**config.mk**
```make
export PLATFORM = sky130hd
export DESIGN_NAME = wb_mprj_splitter
export DESIGN_NICKNAME = d
export VERILOG_FILES = /design/src/rtl/wb_mprj_splitter.sv
export SDC_FILE = /design/constraint.sdc
export NUM_CORES = 1
export LEC_CHECK = 0
export ABC_CLOCK_PERIOD_IN_PS = 3900
export BUFFER_PORTS_ARGS = -buffer_cell sky130_fd_sc_hd__buf_4
export CORE_MARGIN = 4
export CORE_UTILIZATION = 43
export CTS_BUF_LIST = sky130_fd_sc_hd__clkbuf_8 sky130_fd_sc_hd__clkbuf_16
export DETAILED_ROUTE_END_ITERATION = 8
export HOLD_SLACK_MARGIN = 0.1
export PLACE_DENSITY = 0.77
export SLEW_MARGIN = 30
export SYNTH_ARGS = -nofsm -noshare
export SYNTH_HDL_FRONTEND = slang
export SYNTH_SLANG_ARGS = --single-unit
```
**constraint.sdc**
```tcl
create_clock -name wb_clk_i -period 3.9 [get_ports wb_clk_i]
set_clock_uncertainty 0.05 [all_clocks]
set_input_delay 0.39 -clock wb_clk_i [delete_from_list [all_inputs] [get_ports wb_clk_i]]
set_output_delay 0.39 -clock wb_clk_i [all_outputs]
set_load 0.01 [all_outputs]
```
**src/rtl/wb_mprj_splitter.sv**
```systemverilog
// Wishbone fan-out from the management slave port to N_SLV user cores.
// Adds a bus timeout, decode-error reporting, an edge-latched IRQ aggregator and a control window.
module wb_mprj_splitter #(
   parameter int unsigned N_SLV     = 4,
   parameter int unsigned SLV_AW    = 12,
   parameter logic [31:0] BASE_ADDR = 32'h3000_0000,
   parameter int unsigned TIMEOUT   = 255
) (
   input  logic                 wb_clk_i,
   input  logic                 wb_rst_i,
   input  logic                 wbs_cyc_i,
   input  logic                 wbs_stb_i,
   input  logic                 wbs_we_i,
   input  logic [3:0]           wbs_sel_i,
   input  logic [31:0]          wbs_adr_i,
   input  logic [31:0]          wbs_dat_i,
   output logic                 wbs_ack_o,
   output logic [31:0]          wbs_dat_o,
   output logic [N_SLV-1:0]     s_cyc_o,
   output logic [N_SLV-1:0]     s_stb_o,
   output logic                 s_we_o,
   output logic [3:0]           s_sel_o,
   output logic [SLV_AW-1:0]    s_adr_o,
   output logic [31:0]          s_dat_o,
   input  logic [N_SLV-1:0]     s_ack_i,
   input  logic [32*N_SLV-1:0]  s_dat_i,
   input  logic [N_SLV-1:0]     s_irq_i,
   output logic [2:0]           irq_o
);

   localparam int unsigned IDXW = $clog2(N_SLV + 1);
   localparam int unsigned DECW = SLV_AW + IDXW;
   localparam int unsigned CNTW = 17;

   typedef enum logic [1:0] {IDLE, FWD, RESP} state_t;

   state_t              state_q, state_d;
   logic [IDXW-1:0]     idx_q, idx_d;
   logic [N_SLV-1:0]    cyc_q, cyc_d;
   logic                we_q, we_d;
   logic [3:0]          sel_q, sel_d;
   logic [SLV_AW-1:0]   adr_q, adr_d;
   logic [31:0]         wdat_q, wdat_d;
   logic [CNTW-1:0]     cnt_q, cnt_d;
   logic                ack_q, ack_d;
   logic [31:0]         rdat_q, rdat_d;
   logic [N_SLV-1:0]    en_q, en_d;
   logic [N_SLV-1:0]    pend_q, pend_d;
   logic [N_SLV-1:0]    irq_q, irq_d;
   logic                err_to_q, err_to_d;
   logic                err_dec_q, err_dec_d;
   logic [3:0]          last_to_q, last_to_d;
   logic [2:0]          irq_o_q, irq_o_d;

   logic                req, hit, slv_acc, ctl_acc;
   logic [IDXW-1:0]     req_idx;
   logic [SLV_AW-1:0]   off;
   logic [N_SLV-1:0]    wval_n, pend_clr;
   logic [31:0]         ctl_rd;
   logic                ack_sel;
   logic [31:0]         dat_sel;

   // Address decode and byte-masked write value for the N_SLV-wide registers
   always_comb begin
      req     = wbs_cyc_i & wbs_stb_i;
      hit     = (wbs_adr_i[31:DECW] == BASE_ADDR[31:DECW]);
      req_idx = wbs_adr_i[DECW-1:SLV_AW];
      slv_acc = hit & (req_idx < IDXW'(N_SLV));
      ctl_acc = hit & (req_idx == IDXW'(N_SLV));
      off     = wbs_adr_i[SLV_AW-1:0];
      wval_n  = '0;
      for (int i = 0; i < int'(N_SLV); i++) begin
         wval_n[i] = wbs_dat_i[i] & wbs_sel_i[i/8];
      end
   end

   always_comb begin
      ctl_rd = '0;
      if (off == SLV_AW'(0))       ctl_rd = 32'(en_q);
      else if (off == SLV_AW'(4))  ctl_rd = 32'(pend_q);
      else if (off == SLV_AW'(8))  ctl_rd = {20'h0, last_to_q, 6'h0, err_dec_q, err_to_q};
      else if (off == SLV_AW'(12)) ctl_rd = {16'h5350, 8'(N_SLV), 8'(SLV_AW)};
   end

   // Response mux for the currently selected slave
   always_comb begin
      ack_sel = 1'b0;
      dat_sel = '0;
      for (int i = 0; i < int'(N_SLV); i++) begin
         if (idx_q == IDXW'(i)) begin
            ack_sel = s_ack_i[i];
            dat_sel = s_dat_i[32*i +: 32];
         end
      end
   end

   always_comb begin
      state_d   = state_q;
      idx_d     = idx_q;
      cyc_d     = cyc_q;
      we_d      = we_q;
      sel_d     = sel_q;
      adr_d     = adr_q;
      wdat_d    = wdat_q;
      cnt_d     = cnt_q;
      ack_d     = 1'b0;
      rdat_d    = rdat_q;
      en_d      = en_q;
      irq_d     = s_irq_i;
      err_to_d  = err_to_q;
      err_dec_d = err_dec_q;
      last_to_d = last_to_q;
      pend_clr  = '0;

      case (state_q)
         IDLE: begin
            if (req) begin
               if (slv_acc) begin
                  idx_d   = req_idx;
                  cyc_d   = N_SLV'(1) << req_idx;
                  we_d    = wbs_we_i;
                  sel_d   = wbs_sel_i;
                  adr_d   = off;
                  wdat_d  = wbs_dat_i;
                  cnt_d   = '0;
                  state_d = FWD;
               end else begin
                  state_d = RESP;
                  rdat_d  = ctl_acc ? ctl_rd : 32'h0;
                  if (!ctl_acc) begin
                     err_dec_d = 1'b1;
                  end else if (wbs_we_i) begin
                     if (off == SLV_AW'(0)) begin
                        en_d = wval_n;
                        for (int i = 0; i < int'(N_SLV); i++) begin
                           if (!wbs_sel_i[i/8]) en_d[i] = en_q[i];
                        end
                     end else if (off == SLV_AW'(4)) begin
                        pend_clr = wval_n;
                     end else if (off == SLV_AW'(8)) begin
                        if (wbs_sel_i[0] & wbs_dat_i[0]) err_to_d  = 1'b0;
                        if (wbs_sel_i[0] & wbs_dat_i[1]) err_dec_d = 1'b0;
                     end
                  end
               end
            end
         end
         FWD: begin
            cnt_d = cnt_q + CNTW'(1);
            if (!wbs_cyc_i) begin
               cyc_d   = '0;
               state_d = IDLE;
            end else if (ack_sel) begin
               cyc_d   = '0;
               rdat_d  = dat_sel;
               ack_d   = 1'b1;
               state_d = RESP;
            end else if (cnt_q + CNTW'(1) == CNTW'(TIMEOUT)) begin
               cyc_d     = '0;
               rdat_d    = 32'hFFFF_FFFF;
               ack_d     = 1'b1;
               err_to_d  = 1'b1;
               last_to_d = 4'(idx_q);
               state_d   = RESP;
            end
         end
         RESP: begin
            // Slave responses enter with ack already up; local ones raise it here
            ack_d   = ~ack_q;
            state_d = ack_q ? IDLE : RESP;
         end
         default: state_d = IDLE;
      endcase

      pend_d  = (pend_q & ~pend_clr) | (s_irq_i & ~irq_q);
      irq_o_d = {err_dec_d, err_to_d, |(pend_d & en_d)};
   end

   always_ff @(posedge wb_clk_i or posedge wb_rst_i) begin
      if (wb_rst_i) begin
         state_q   <= IDLE;
         idx_q     <= '0;
         cyc_q     <= '0;
         we_q      <= 1'b0;
         sel_q     <= '0;
         adr_q     <= '0;
         wdat_q    <= '0;
         cnt_q     <= '0;
         ack_q     <= 1'b0;
         rdat_q    <= '0;
         en_q      <= '0;
         pend_q    <= '0;
         irq_q     <= '0;
         err_to_q  <= 1'b0;
         err_dec_q <= 1'b0;
         last_to_q <= '0;
         irq_o_q   <= '0;
      end else begin
         state_q   <= state_d;
         idx_q     <= idx_d;
         cyc_q     <= cyc_d;
         we_q      <= we_d;
         sel_q     <= sel_d;
         adr_q     <= adr_d;
         wdat_q    <= wdat_d;
         cnt_q     <= cnt_d;
         ack_q     <= ack_d;
         rdat_q    <= rdat_d;
         en_q      <= en_d;
         pend_q    <= pend_d;
         irq_q     <= irq_d;
         err_to_q  <= err_to_d;
         err_dec_q <= err_dec_d;
         last_to_q <= last_to_d;
         irq_o_q   <= irq_o_d;
      end
   end

   assign wbs_ack_o = ack_q;
   assign wbs_dat_o = rdat_q;
   assign s_cyc_o   = cyc_q;
   assign s_stb_o   = cyc_q;
   assign s_we_o    = we_q;
   assign s_sel_o   = sel_q;
   assign s_adr_o   = adr_q;
   assign s_dat_o   = wdat_q;
   assign irq_o     = irq_o_q;

endmodule

```
# --- Yosys cells after proc, flatten, opt, wreduce, memory -nomap -nowiden ---
# Cells that the tools add are included.
op_classes:
  n_addsub: 1
  magnitude_cmp: 1
  eq_ne: 17
  n_shift: 1
  n_mux: 77
  bitwise: 15
  reduce_logical: 11
ops:
  columns: ["operator", "count"]
  rows:
  - ["32-bit 2-to-1 mux", 10]
  - ["31-bit 2-to-1 mux", 4]
  - ["4-bit 2-to-1 mux", 18]
  - ["32-bit one-hot mux with 2 select lines", 1]
  - ["17-bit 2-to-1 mux", 2]
  - ["17-bit one-hot mux with 2 select lines", 1]
  - ["1-bit 2-to-1 mux", 31]
  - ["12-bit by 4-bit equality test with 1-bit output, second input constant", 2]
  - ["17-bit by 1-bit adder with 17-bit output, second input constant", 1]
  - ["17-bit by 15-bit equality test with 1-bit output, second input constant", 1]
  - ["17-bit by 8-bit equality test with 1-bit output, second input constant", 1]
  - ["4-bit bitwise AND", 3]
  - ["12-bit by 3-bit equality test with 1-bit output, second input constant", 1]
  - ["12-bit logical NOT", 1]
  - ["2-bit 2-to-1 mux", 6]
  - ["2-bit != test, second input constant", 4]
  - ["4-bit inverter", 2]
  - ["4-bit one-hot mux with 2 select lines", 1]
  - ["4-bit AND reduction", 2]
  - ["1-bit bitwise AND", 7]
  - ["3-bit by 2-bit equality test with 1-bit output, second input constant", 2]
  - ["2-bit one-hot mux with 3 select lines", 1]
  - ["3-bit AND reduction", 2]
  - ["5-bit AND reduction", 1]
  - ["16 further kinds", 18]
totals:
  reg_bits: 128
  inputBits: 209
  out_inout_bits: 93
  wordCells: 140

# --- Logic depth before layout (Yosys ltp) ---
# Gate-level depths: netlist (run 1).
logic_depth:
  ltp_word: 13
  depth_mapped: 9

# --- Worst setup path after synthesis (run 1) ---
# No wires, ideal clock.
synth_timing:
  kind: "reg2reg"
  from: "register cnt_q[3]"
  to: "register rdat_q[0] (netlist: wbs_dat_o[0])"
  setup_ns: 0.125
  arrival_ns: 2.485
  required_time_ns: 3.725
  slack_ns: 1.240
  stages_incl_launch_ff: 9
  path_buffers: 2
  cell_sequence: "dfrtp_1 buf_2 nand4_1 nor4_2 mux2_2 o2111a_1 o311ai_2 buf_2 mux2_2"
synth_via:
  elab_chain_cells: 4
synth_rtl:
  columns: ["item", "line_no", "text"]
  rows:
  - ["start: declaration", "44", "logic [CNTW-1:0] cnt_q, cnt_d;"]
  - ["start signal: assignment", "206", "cnt_q <= cnt_d;"]
  - ["17-bit by 1-bit adder with 17-bit output", "158", "end else if (cnt_q + CNTW'(1) == CNTW'(TIMEOUT)) begin"]
  - ["17-bit by 8-bit equality test with 1-bit output", "158", null]
  - ["3-bit != test (no line)", null, null]
  - ["5-bit AND reduction (no line)", null, null]
  - ["end signal: assignment", "208", "rdat_q <= rdat_d;"]
  - ["end: declaration", "46", "logic [31:0] rdat_q, rdat_d;"]
# No other way between the ends.
# A chain may end at the register's enable or synchronous reset.

# --- Final worst setup path (run 1) ---
layout_timing:
  from: "register cnt_q[0]"
  to: "register rdat_q[31] (netlist: wbs_dat_o[31])"
# Same word-level chain as after synthesis.

==> results of run 1 <==
==> synth_stat cells, types with 3 or more instances <==
master     number  area [um^2]
o2bb2ai_2      10        150.1
clkbuf_1       29        108.9
nand3_1        18        90.09
mux2_2         22        247.7
nor2_1         36        135.1
a22o_1          4        35.03
nand4_1         6        37.54
inv_1          14        52.55
mux2i_1         3        30.03
o31ai_1         6        45.04
nor2b_1         8        50.05
dfrtp_1       126         3153
and2_1          3        18.77
buf_2           7        35.03
a21boi_0        6        45.04
buf_4           8        60.06
o21a_1          3        22.52
nor4_1          7        43.79
a211oi_1        6        45.04
a21oi_1        14        70.07
nand2_1       185        694.4
mux4_2         32        720.7
ha_1            6        75.07
o21ai_0        44        220.2
or4_1           3        22.52
or2_2           5        31.28
o2bb2ai_1       9        78.83
==> power by group through the flow <==
| stage | combinational (mW) | clock (mW) | sequential (mW) |
|---|---|---|---|
| floorplan | 0.151 | 0 | 1.35 |
| global placement | 0.372 | 0 | 1.35 |
| detailed placement | 0.378 | 0 | 1.35 |
| CTS | 0.382 | 1.65 | 1.33 |
| global route | 0.418 | 1.70 | 1.33 |
| finish | 0.383 | 1.62 | 1.33 |
==> flip-flops by register name (all words and copies together) (netlist names) <==
signal / cells
wbs_dat_o: 32
s_adr_o: 12
en_q: 4
s_sel_o: 4
s_dat_o: 32
pend_q: 4
idx_q: 3
irq_q: 4
irq_o: 2
last_to_q: 3
s_cyc_o: 4
wbs_ack_o: 1
s_we_o: 1
err_dec_q: 1
state_q: 2
cnt_q: 17
==> final cells by class <==
cell class                      count  share of cell area
Clock buffer                       20             0.04726
Clock inverter                     11             0.01432
Inverter                           14            0.005575
Multi-Input combinational cell    485              0.3445
Sequential cell                   126              0.3196
Tap cell                          211             0.02674
Timing Repair Buffer              315              0.2420
==> per-layer routing <==
| metal | track usage | vias up |
|---|---|---|
| met3 | 0.07802 | 33 |
| met1 | 0.2997 | 3088 |
| met4 | 0.07029 | 0 |
| met5 | 0 | - |
| met2 | 0.4015 | 228 |
| li1 | - | 2956 |
==> cell families after synthesis <==
logic type | Yosys count | synth area share
buffers and inverters | 61 | 0.04387
muxes | 57 | 0.1465
AOI/OAI and AO/OA | 122 | 0.1338
DFF | 126 | 0.4626
and+or+nand+nor | 296 | 0.1971
xor gates and xnor gates | 4 | 0.005140
adders and majority gates | 6 | 0.01101
==> repair_timing <==
item,in CTS,in global routing
hold buffers,5,0
setup buffers,0,0
endpoints found under the setup margin,0,0
hold endpoints to repair,16,0
==> through the flow <==
step | hold WS (ps) | util | instance area (um^2)
final | 112.1 | 0.6424 | 9874
after global routing | 110.0 | 0.6424 | 9874
after CTS | 101.4 | 0.6415 | 9861
after detailed placement | 267.6 | 0.5987 | 9203
after global placement | 267.2 | 0.5987 | 9203
after floorplan | 371.4 | - | 6817
==> worst min-delay path by stage <==
stage | to | depth (start not counted) | start | slack (ps)
after detailed placement | s_dat_o[23] | 2 | wb_rst_i | 270
after floorplan | irq_q[0] | 0 | s_irq_i[0] | 370
after global routing | s_dat_o[13] | 3 | wbs_dat_i[13] | 110
after global placement | s_dat_o[23] | 2 | wb_rst_i | 270
final | s_dat_o[11] | 3 | wbs_dat_i[11] | 110
after CTS | s_dat_o[4] | 3 | wbs_dat_i[4] | 100
==> worst max-delay path, stage by stage, from the launching register on <==
cell and delay, ps:
dfrtp_1 460, ha_1 250, nand3_1 260, nor2_2 380
a211oi_1 170, o2111ai_2 320, a221o_1 880, o2bb2ai_1 150
==> impl_metrics.ini, run 1 <==
[finish]
multi_input_area_um2 = 3402
antenna_cells = 0
fillers = 1259
nNetsFinal = 1174
area_growth_pct = 44.86
final_cells = 1182
final_common_cell = buf_4
drive_above_1_share = 0.4387
regArea_um2 = 3156
most-common-layout-cells = buf_4, nand2_1, dfrtp_1

[route]
ant_nets = 0
wl_met1_mm = 8.602
wl_met2_mm = 11.18
routedWlPerCell_um = 18.46
met3WireLength_mm = 1.570
drt_iter0_drc = 449
first_pass_iters = 5
routed_wl_mm = 21.82
drc = 0
via_per_inst = 5.334
highest_layer = met4
num_vias = 6305

[worst_setup_path]
rr_startpoint = cnt_q[0]
reg2reg_to = wbs_dat_o[31]
rr_worst_depth = 7
setup.worst_path.start = cnt_q[0]
startpoint_type = register
worst_ep_required_time_ps = 4110
cp-endpoint = wbs_dat_o[31]
cp_max_fo = 19
r2r_setup_slack_ps = 830
endpoint_kind = register
critical_path_class = reg -> reg
crit_arrival_ps = 3280

[synthesis]
syn-cell-area_um2 = 6817
yosys_warnings = 0
synth_cell_types = 67
ys_seq_area_frac = 0.4626
syn-num-nets = 887
synthFlopType = dfrtp_1
synth_seq_cells = 126
synth_edf_count = 0
syn_avg_cell_area_um2 = 10.14
synth_cells = 672
async_reset_ff_frac = 1.000

[floorplanning]
die-area_um2 = 17930
die_w_um = 133.9
initial_utilization = 0.4435
rows = 45
ioPinCount = 302
die_h_um = 133.9
core_area_um2 = 15370

[global_routing]
grt_max_degree = 115
grt_pass1_wl_mm = 33.95
track_usage = 0.2403
overflow = 0
grt_pass1_vias = 6431
antenna_found_initial = 0

[sta]
layout_min_cycle_time_ps = 3068
fmax_mhz = 325.9
slew-limit-headroom = 0.3319
period_share = 0.7868
grt_setup_unrepaired = false
setup_violations = 0
slew_violations = 0
fin_ws_ps = 831.5
tightest_slew_ps = 1002
hold_violations = 0
setup_tns_ps = 0

[clock_tree]
cts_resized = 0
cts.sinks = 126
path_clk_slew_ps = 60
cts_tree = built
clock_latency_ps = 420
cts_buffers = 17
cts_root_buf = clkbuf_16
clockBufferDepth = 2
htree_levels = 4

[flow_run]
drv_cap = 0

[placed_design]
detailed_place_hpwl_mm = 16.52
gp_congestion = 0.8259
io_buffers = 301
pre_cts_slack_ps = 855.9
dpl.cell_count = 1146

[pwr]
combPwrFrac = 0.115
switching_share = 0.2258
switchingPower_uw = 752.9
leakage_nw = 4.935
seq_power_share = 0.398
max-vdd-ir-drop_uv = 291.7
powerDensity_nw_per_um2 = 337.7
total_power_mw = 3.334
cellInternalPower_mw = 2.582
pwr-share-clk = 0.487

[hold_path]
hp-class = in -> reg

[status]
status = finished, final reports clean
Power figures use the tool's default switching activity.
==> inputs of run 2 (changes only) <==
--- a/config.mk
+++ b/config.mk
@@ -5,7 +5,7 @@
 export SDC_FILE = /design/constraint.sdc
 export NUM_CORES = 1
 export LEC_CHECK = 0
-export ABC_CLOCK_PERIOD_IN_PS = 3900
+export ABC_CLOCK_PERIOD_IN_PS = 2600
 export BUFFER_PORTS_ARGS = -buffer_cell sky130_fd_sc_hd__buf_4
 export CORE_MARGIN = 4
 export CORE_UTILIZATION = 43
==> constraint.sdc (replaced) <==
create_clock -name wb_clk_i -period 2.6 [get_ports wb_clk_i]
set_clock_uncertainty 0.05 [all_clocks]
set_input_delay 0.26 -clock wb_clk_i [delete_from_list [all_inputs] [get_ports wb_clk_i]]
set_output_delay 0.26 -clock wb_clk_i [all_outputs]
set_load 0.01 [all_outputs]
==> run 2 against run 1 <==
  * The run now ends with negative setup slack left
  * Non-clock buffer count up 106
  * Flip-flop and latch count unchanged
  * First-iteration DRC count up 21%
  * Register-to-register slack worse by 830 ps
  * Hold slack better by 14 ps
  * Critical path depth up 2
  * Combinational power up 82%
  * Critical path type unchanged
  * Largest cell class unchanged
==> impl_metrics.ini, run 2 (synthesized netlist as in run 1, its figures left out) <==
[placed_design]
detailed_place_hpwl_mm = 17.55
io_buffers = 301
dpl.cell_count = 1196
gp_congestion = 0.8816

[route]
routed_wl_mm = 25.43
via_per_inst = 5.453
num_vias = 7040
drc = 0
drt_iter0_drc = 543
ant_nets = 0
first_pass_iters = 5
routedWlPerCell_um = 19.70

[global_routing]
grt_max_degree = 58
antenna_found_initial = 1
track_usage = 0.2754
grt_pass1_vias = 7326
grt_pass1_wl_mm = 38.95
overflow = 0

[worst_setup_path]
rr_worst_depth = 9
endpoint_kind = register
worst_ep_required_time_ps = 2890
reg2reg_to = wbs_dat_o[19]
cp_max_fo = 6
r2r_setup_slack_ps = -3
startpoint_type = register
cp-endpoint = wbs_dat_o[19]
critical_path_class = reg -> reg
crit_arrival_ps = 2900
rr_startpoint = cnt_q[0]
setup.worst_path.start = cnt_q[0]

[sta]
hold_violations = 0
slew-limit-headroom = 0.5666
setup_tns_ps = -6.061
fin_hold_ws_ps = 125.8
tightest_slew_ps = 650.1
grt_setup_unrepaired = true
fmax_mhz = 384.1
setup_violations = 3
slew_violations = 0
layout_min_cycle_time_ps = 2603
period_share = 1.001
fin_ws_ps = -3.233

[finish]
area_growth_pct = 62.02
most-common-layout-cells = buf_4, nand2_1, dfrtp_1
drive_above_1_share = 0.4657
final_cells = 1291
nNetsFinal = 1280
final_common_cell = buf_4

[clock_tree]
clock_latency_ps = 410
path_clk_slew_ps = 60
cts_tree = built
cts.sinks = 126
cts_root_buf = clkbuf_16
cts_buffers = 17
clockBufferDepth = 2
htree_levels = 4

[status]
status = complete, but fails checks
violations = negative setup slack

[pwr]
powerDensity_nw_per_um2 = 455.3
leakage_nw = 5.484
max-vdd-ir-drop_uv = 520.3
total_power_mw = 5.028

[hold_path]
hp-class = in -> reg
whs_path_depth = 3

[flow_run]
drv_cap = 0

[floorplanning]
initial_utilization = 0.4435
die-area_um2 = 17930
die_h_um = 133.9
rows = 45
die_w_um = 133.9
ioPinCount = 302
core_area_um2 = 15370
==> run 2: changes by cell type in the layout (fill, tap and decap cells not counted), moves of 7 or more <==
cell / before / now
buf_4: 309 / 358
dlygate4sd3_1: 5 / 54
o2bb2ai_1: 9 / 0
o2bb2ai_4: 0 / 7
==> run 2: stage by stage <==
stage	cell area, um^2	setup slack (ps)	utilization
finish	11040	-3.233	0.7185
CTS	10840	18.63	0.7053
detailed placement	9600	-310.9	0.6246
global placement	9600	-209.9	0.6246
floorplan	6833	45.88	-
global route	11040	-67.81	0.7184
==> run 2: cell type report <==
type                    count  area, um^2
clock inverters            11       106.4
diodes                      2       5.005
well taps                 211       264.0
flip-flops and latches    126        3156
fillers                  1049        4327
multi-input cells         485        3585
clock buffers              21       480.5
inverters                  14       56.30
repair buffers            421        3392
==> run 2: worst max-delay path, stage by stage, from the launching register on <==
cell and delay [ps]:
dfrtp_1 420, buf_4 170, a21boi_0 260, o21ai_2 130
a2111oi_4 390, buf_4 180, o2111ai_4 90, a221o_2 510
clkbuf_16 210, o2bb2ai_2 120
==> run 2: worst min path at each step <==
stage / endpoint / from / slack, ps
after global placement: s_dat_o[27] / wb_rst_i / 290
after CTS: s_adr_o[2] / wbs_adr_i[2] / 110
after detailed placement: s_adr_o[0] / wb_rst_i / 290
final: s_adr_o[2] / wbs_adr_i[2] / 130
after floorplan: irq_q[0] / s_irq_i[0] / 240
after global routing: s_adr_o[2] / wbs_adr_i[2] / 130
==> run 2: layer usage <==
metal,global-route usage,wire length [um],vias to the layer above
met5,0,0,-
met4,0.09429,778,0
met3,0.07802,1667,65
met2,0.4714,13210,314
met1,0.3350,9774,3500
li1,-,-,3161
==> run 2: what timing repair did <==
| item | 4_1_cts | 5_1_grt |
|---|---|---|
| buffers inserted | 5 | 1 |
| hold endpoints to repair | 77 | 0 |
| pin swaps | 5 | 4 |
| endpoints found under the setup margin | 37 | 36 |
| cloned | 2 | 1 |
| resized for setup | 8 | 28 |
| hold buffers | 54 | 0 |
==> run 2: power breakdown <==
group,switching (mW),leakage (nW),internal (mW)
clock,0.913,0.282,1.42
combinational,0.297,3.53,0.399
sequential,0.0136,1.67,1.98
total,1.22,5.48,3.80
==> inputs of run 3 (changes only) <==
--- a/config.mk
+++ b/config.mk
@@ -8,11 +8,11 @@
 export ABC_CLOCK_PERIOD_IN_PS = 2600
 export BUFFER_PORTS_ARGS = -buffer_cell sky130_fd_sc_hd__buf_4
 export CORE_MARGIN = 4
-export CORE_UTILIZATION = 43
+export CORE_UTILIZATION = 35
 export CTS_BUF_LIST = sky130_fd_sc_hd__clkbuf_8 sky130_fd_sc_hd__clkbuf_16
 export DETAILED_ROUTE_END_ITERATION = 8
 export HOLD_SLACK_MARGIN = 0.1
-export PLACE_DENSITY = 0.77
+export PLACE_DENSITY = 0.65
 export SLEW_MARGIN = 30
 export SYNTH_ARGS = -nofsm -noshare
 export SYNTH_HDL_FRONTEND = slang
==> constraint.sdc (replaced) <==
create_clock -name wb_clk_i -period 2.6 [get_ports wb_clk_i]
set_clock_uncertainty 0.05 [all_clocks]
set_input_delay 0.26 -clock wb_clk_i [delete_from_list [all_inputs] [get_ports wb_clk_i]]
set_output_delay 0.26 -clock wb_clk_i [all_outputs]
set_load 0.02 [all_outputs]
==> run 3 against run 2 <==
  * The flow now finishes without violations
  * Routed wire length shrank 4.7%
  * Final cell count increased by 4.1%
  * Clock power is 5% higher
  * Utilization is 13 points lower
  * First-iteration DRC count is 44% lower
  * Via count fell by 5.1%
  * Sequential power hardly changed
  * Clock-buffer cell count fell by 1
  * Global-route usage down 6.1 points
  * Flip-flop and latch count unchanged
  * Maximum frequency rose by 1.0%
  * Worst setup slack better by 27 ps
  * Largest cell class unchanged
==> impl_metrics.ini, run 3 (synthesized netlist as in run 1, its figures left out) <==
[status]
status = finished, final reports clean

[pwr]
leakage_nw = 5.566
max-vdd-ir-drop_uv = 407.1
powerDensity_nw_per_um2 = 459.3
seq_power_share = 0.387
cellInternalPower_mw = 3.957
combPwrFrac = 0.136
switching_share = 0.2298
switchingPower_mw = 1.181
pwr-share-clk = 0.476

[finish]
nNetsFinal = 1286
regArea_um2 = 3156
multi_input_area_um2 = 3601
final_common_cell = buf_4
drive_above_1_share = 0.4677
fillers = 1604
area_growth_pct = 64.12
fin_area_um2 = 11190
final_cells = 1344
antenna_cells = 0
most-common-layout-cells = buf_4, nand2_1, dfrtp_1

[floorplanning]
die_h_um = 147.6
rows = 50
ioPinCount = 302
initial_utilization = 0.3596
die-area_um2 = 21770
core_area_um2 = 18960
die_w_um = 147.6

[worst_setup_path]
cp_top_family = compound AO/OA/AOI/OAI gates
crit_cells = 9
cp_slowest_cell = a221o_2
setup.worst_path.start = cnt_q[1]
cp_max_fo = 5
cp_cell_sequence = buf_6 > ha_4 > or4b_4 > a2111oi_4 > buf_4 > o2111ai_4 > a221o_2 > clkbuf_16 > o2bb2ai_4
startpoint_type = register
cp-endpoint = wbs_dat_o[27]
endpoint_kind = register
reg2reg_to = wbs_dat_o[27]
r2r_setup_slack_ps = 20
rr_worst_depth = 9
critical_path_class = reg -> reg
path_buf_inv = 3
rr_startpoint = cnt_q[1]
crit_arrival_ps = 2860
slowest_delay_ps = 520
worst_ep_required_time_ps = 2890

[clock_tree]
cts_root_buf = clkbuf_16
path_clk_slew_ps = 60
htree_levels = 4
cts.sinks = 126
cts_tree = built
clock_latency_ps = 410
cts_buffers = 17
clockBufferDepth = 2

[global_routing]
track_usage = 0.2144
antenna_found_initial = 0
grt_pass1_wl_mm = 37.30
overflow = 0
grt_pass1_vias = 6985
grt_max_degree = 68

[sta]
fmax_mhz = 388.1
setup_violations = 0
tightest_slew_ps = 640.3
grt_setup_unrepaired = true
layout_min_cycle_time_ps = 2576
hold_violations = 0
slew-limit-headroom = 0.5703
slew_violations = 0
period_share = 0.9909

[placed_design]
dpl.cell_count = 1250
detailed_place_hpwl_mm = 17.61
gp_congestion = 0.8375
io_buffers = 301
place_area_um2 = 9699

[route]
ant_nets = 0
num_vias = 6678
drt_iter0_drc = 304
routed_wl_mm = 24.23
via_per_inst = 4.969
drc = 0
first_pass_iters = 4
routedWlPerCell_um = 18.03

[flow_run]
drv_cap = 0

[hold_path]
hp-class = in -> reg
run 3: cell types whose count changed in the layout (fill, tap and decap cells not counted), sizes merged:
cell | before | now
buf | 365 | 371
bufinv | 1 | 3
clkbuf | 23 | 22
clkinvlp | 4 | 1
diode | 2 | 0
inv | 16 | 18
run 3: metal layers:
layer / global-route usage / vias to the layer above / part of all wire
li1: - / 3183 / -
met1: 0.2663 / 3252 / 0.41
met2: 0.3636 / 213 / 0.51
met3: 0.06376 / 30 / 0.061
met4: 0.06198 / 0 / 0.019
met5: 0 / - / 0
run 3: worst min-delay path by stage:
| stage | to | from | cells after the start |
|---|---|---|---|
| 5_1_grt | s_adr_o[3] | wbs_adr_i[3] | 3 |
| 3_5_place_dp | s_dat_o[26] | wb_rst_i | 2 |
| 2_1_floorplan | irq_q[0] | s_irq_i[0] | 0 |
| 6_report | s_adr_o[3] | wbs_adr_i[3] | 3 |
| 4_1_cts | s_adr_o[3] | wbs_adr_i[3] | 3 |
| 3_3_place_gp | s_cyc_o[3] | wb_rst_i | 2 |
run 3: repair_timing:
item,CTS,global route
endpoints found under the hold margin,180,0
buffers inserted,2,4
gates resized for setup,1,38
gates cloned,0,3
pin swaps,3,5
hold buffers,54,0
setup endpoints to repair,33,96
run 3: cell type report:
cell class                 instances  area share
multi-input combinational        485      0.3219
inverter                          14    0.005033
timing repair buffer             427      0.3072
tap                              260     0.02908
clock buffer                      20     0.04172
clock inverter                    12     0.01297
sequential                       126      0.2821
run 3: power by group through the flow:
| stage | Sequential (mW) | Clock [mW] | Combinational [mW] |
|---|---|---|---|
| 2_1_floorplan | 2.03 | 0 | 0.232 |
| 3_3_place_gp | 2.03 | 0 | 0.596 |
| 3_5_place_dp | 2.03 | 0 | 0.607 |
| 4_1_cts | 1.99 | 2.48 | 0.684 |
| 5_1_grt | 1.99 | 2.59 | 0.756 |
| 6_report | 1.99 | 2.45 | 0.699 |
run 3: worst reg2reg max path: cells and delay by family (launching register included):
family / cells / cell delay, ps
AOI/OAI and AO/OA: 4 / 960
buffers and inverters: 3 / 520
and+or+nand+nor: 1 / 460
DFF: 1 / 410
adders and majority gates: 1 / 110
run 3: per-stage QoR:
| step | hold WS [ps] | power (mW) | worst slack (ps) | TNS (ps) | util |
|---|---|---|---|---|---|
| floorplan | 241.4 | 2.264 | 45.88 | 0 | - |
| global placement | 171.7 | 2.622 | -192.3 | -4961 | 0.5117 |
| detailed placement | 169.5 | 2.633 | -243.9 | -6398 | 0.5117 |
| CTS | 101.8 | 5.160 | 26.61 | 0 | 0.5741 |
| global route | 113.2 | 5.334 | -72.34 | -722.5 | 0.5902 |
| finish | 120.3 | 5.138 | 23.58 | 0 | 0.5902 |
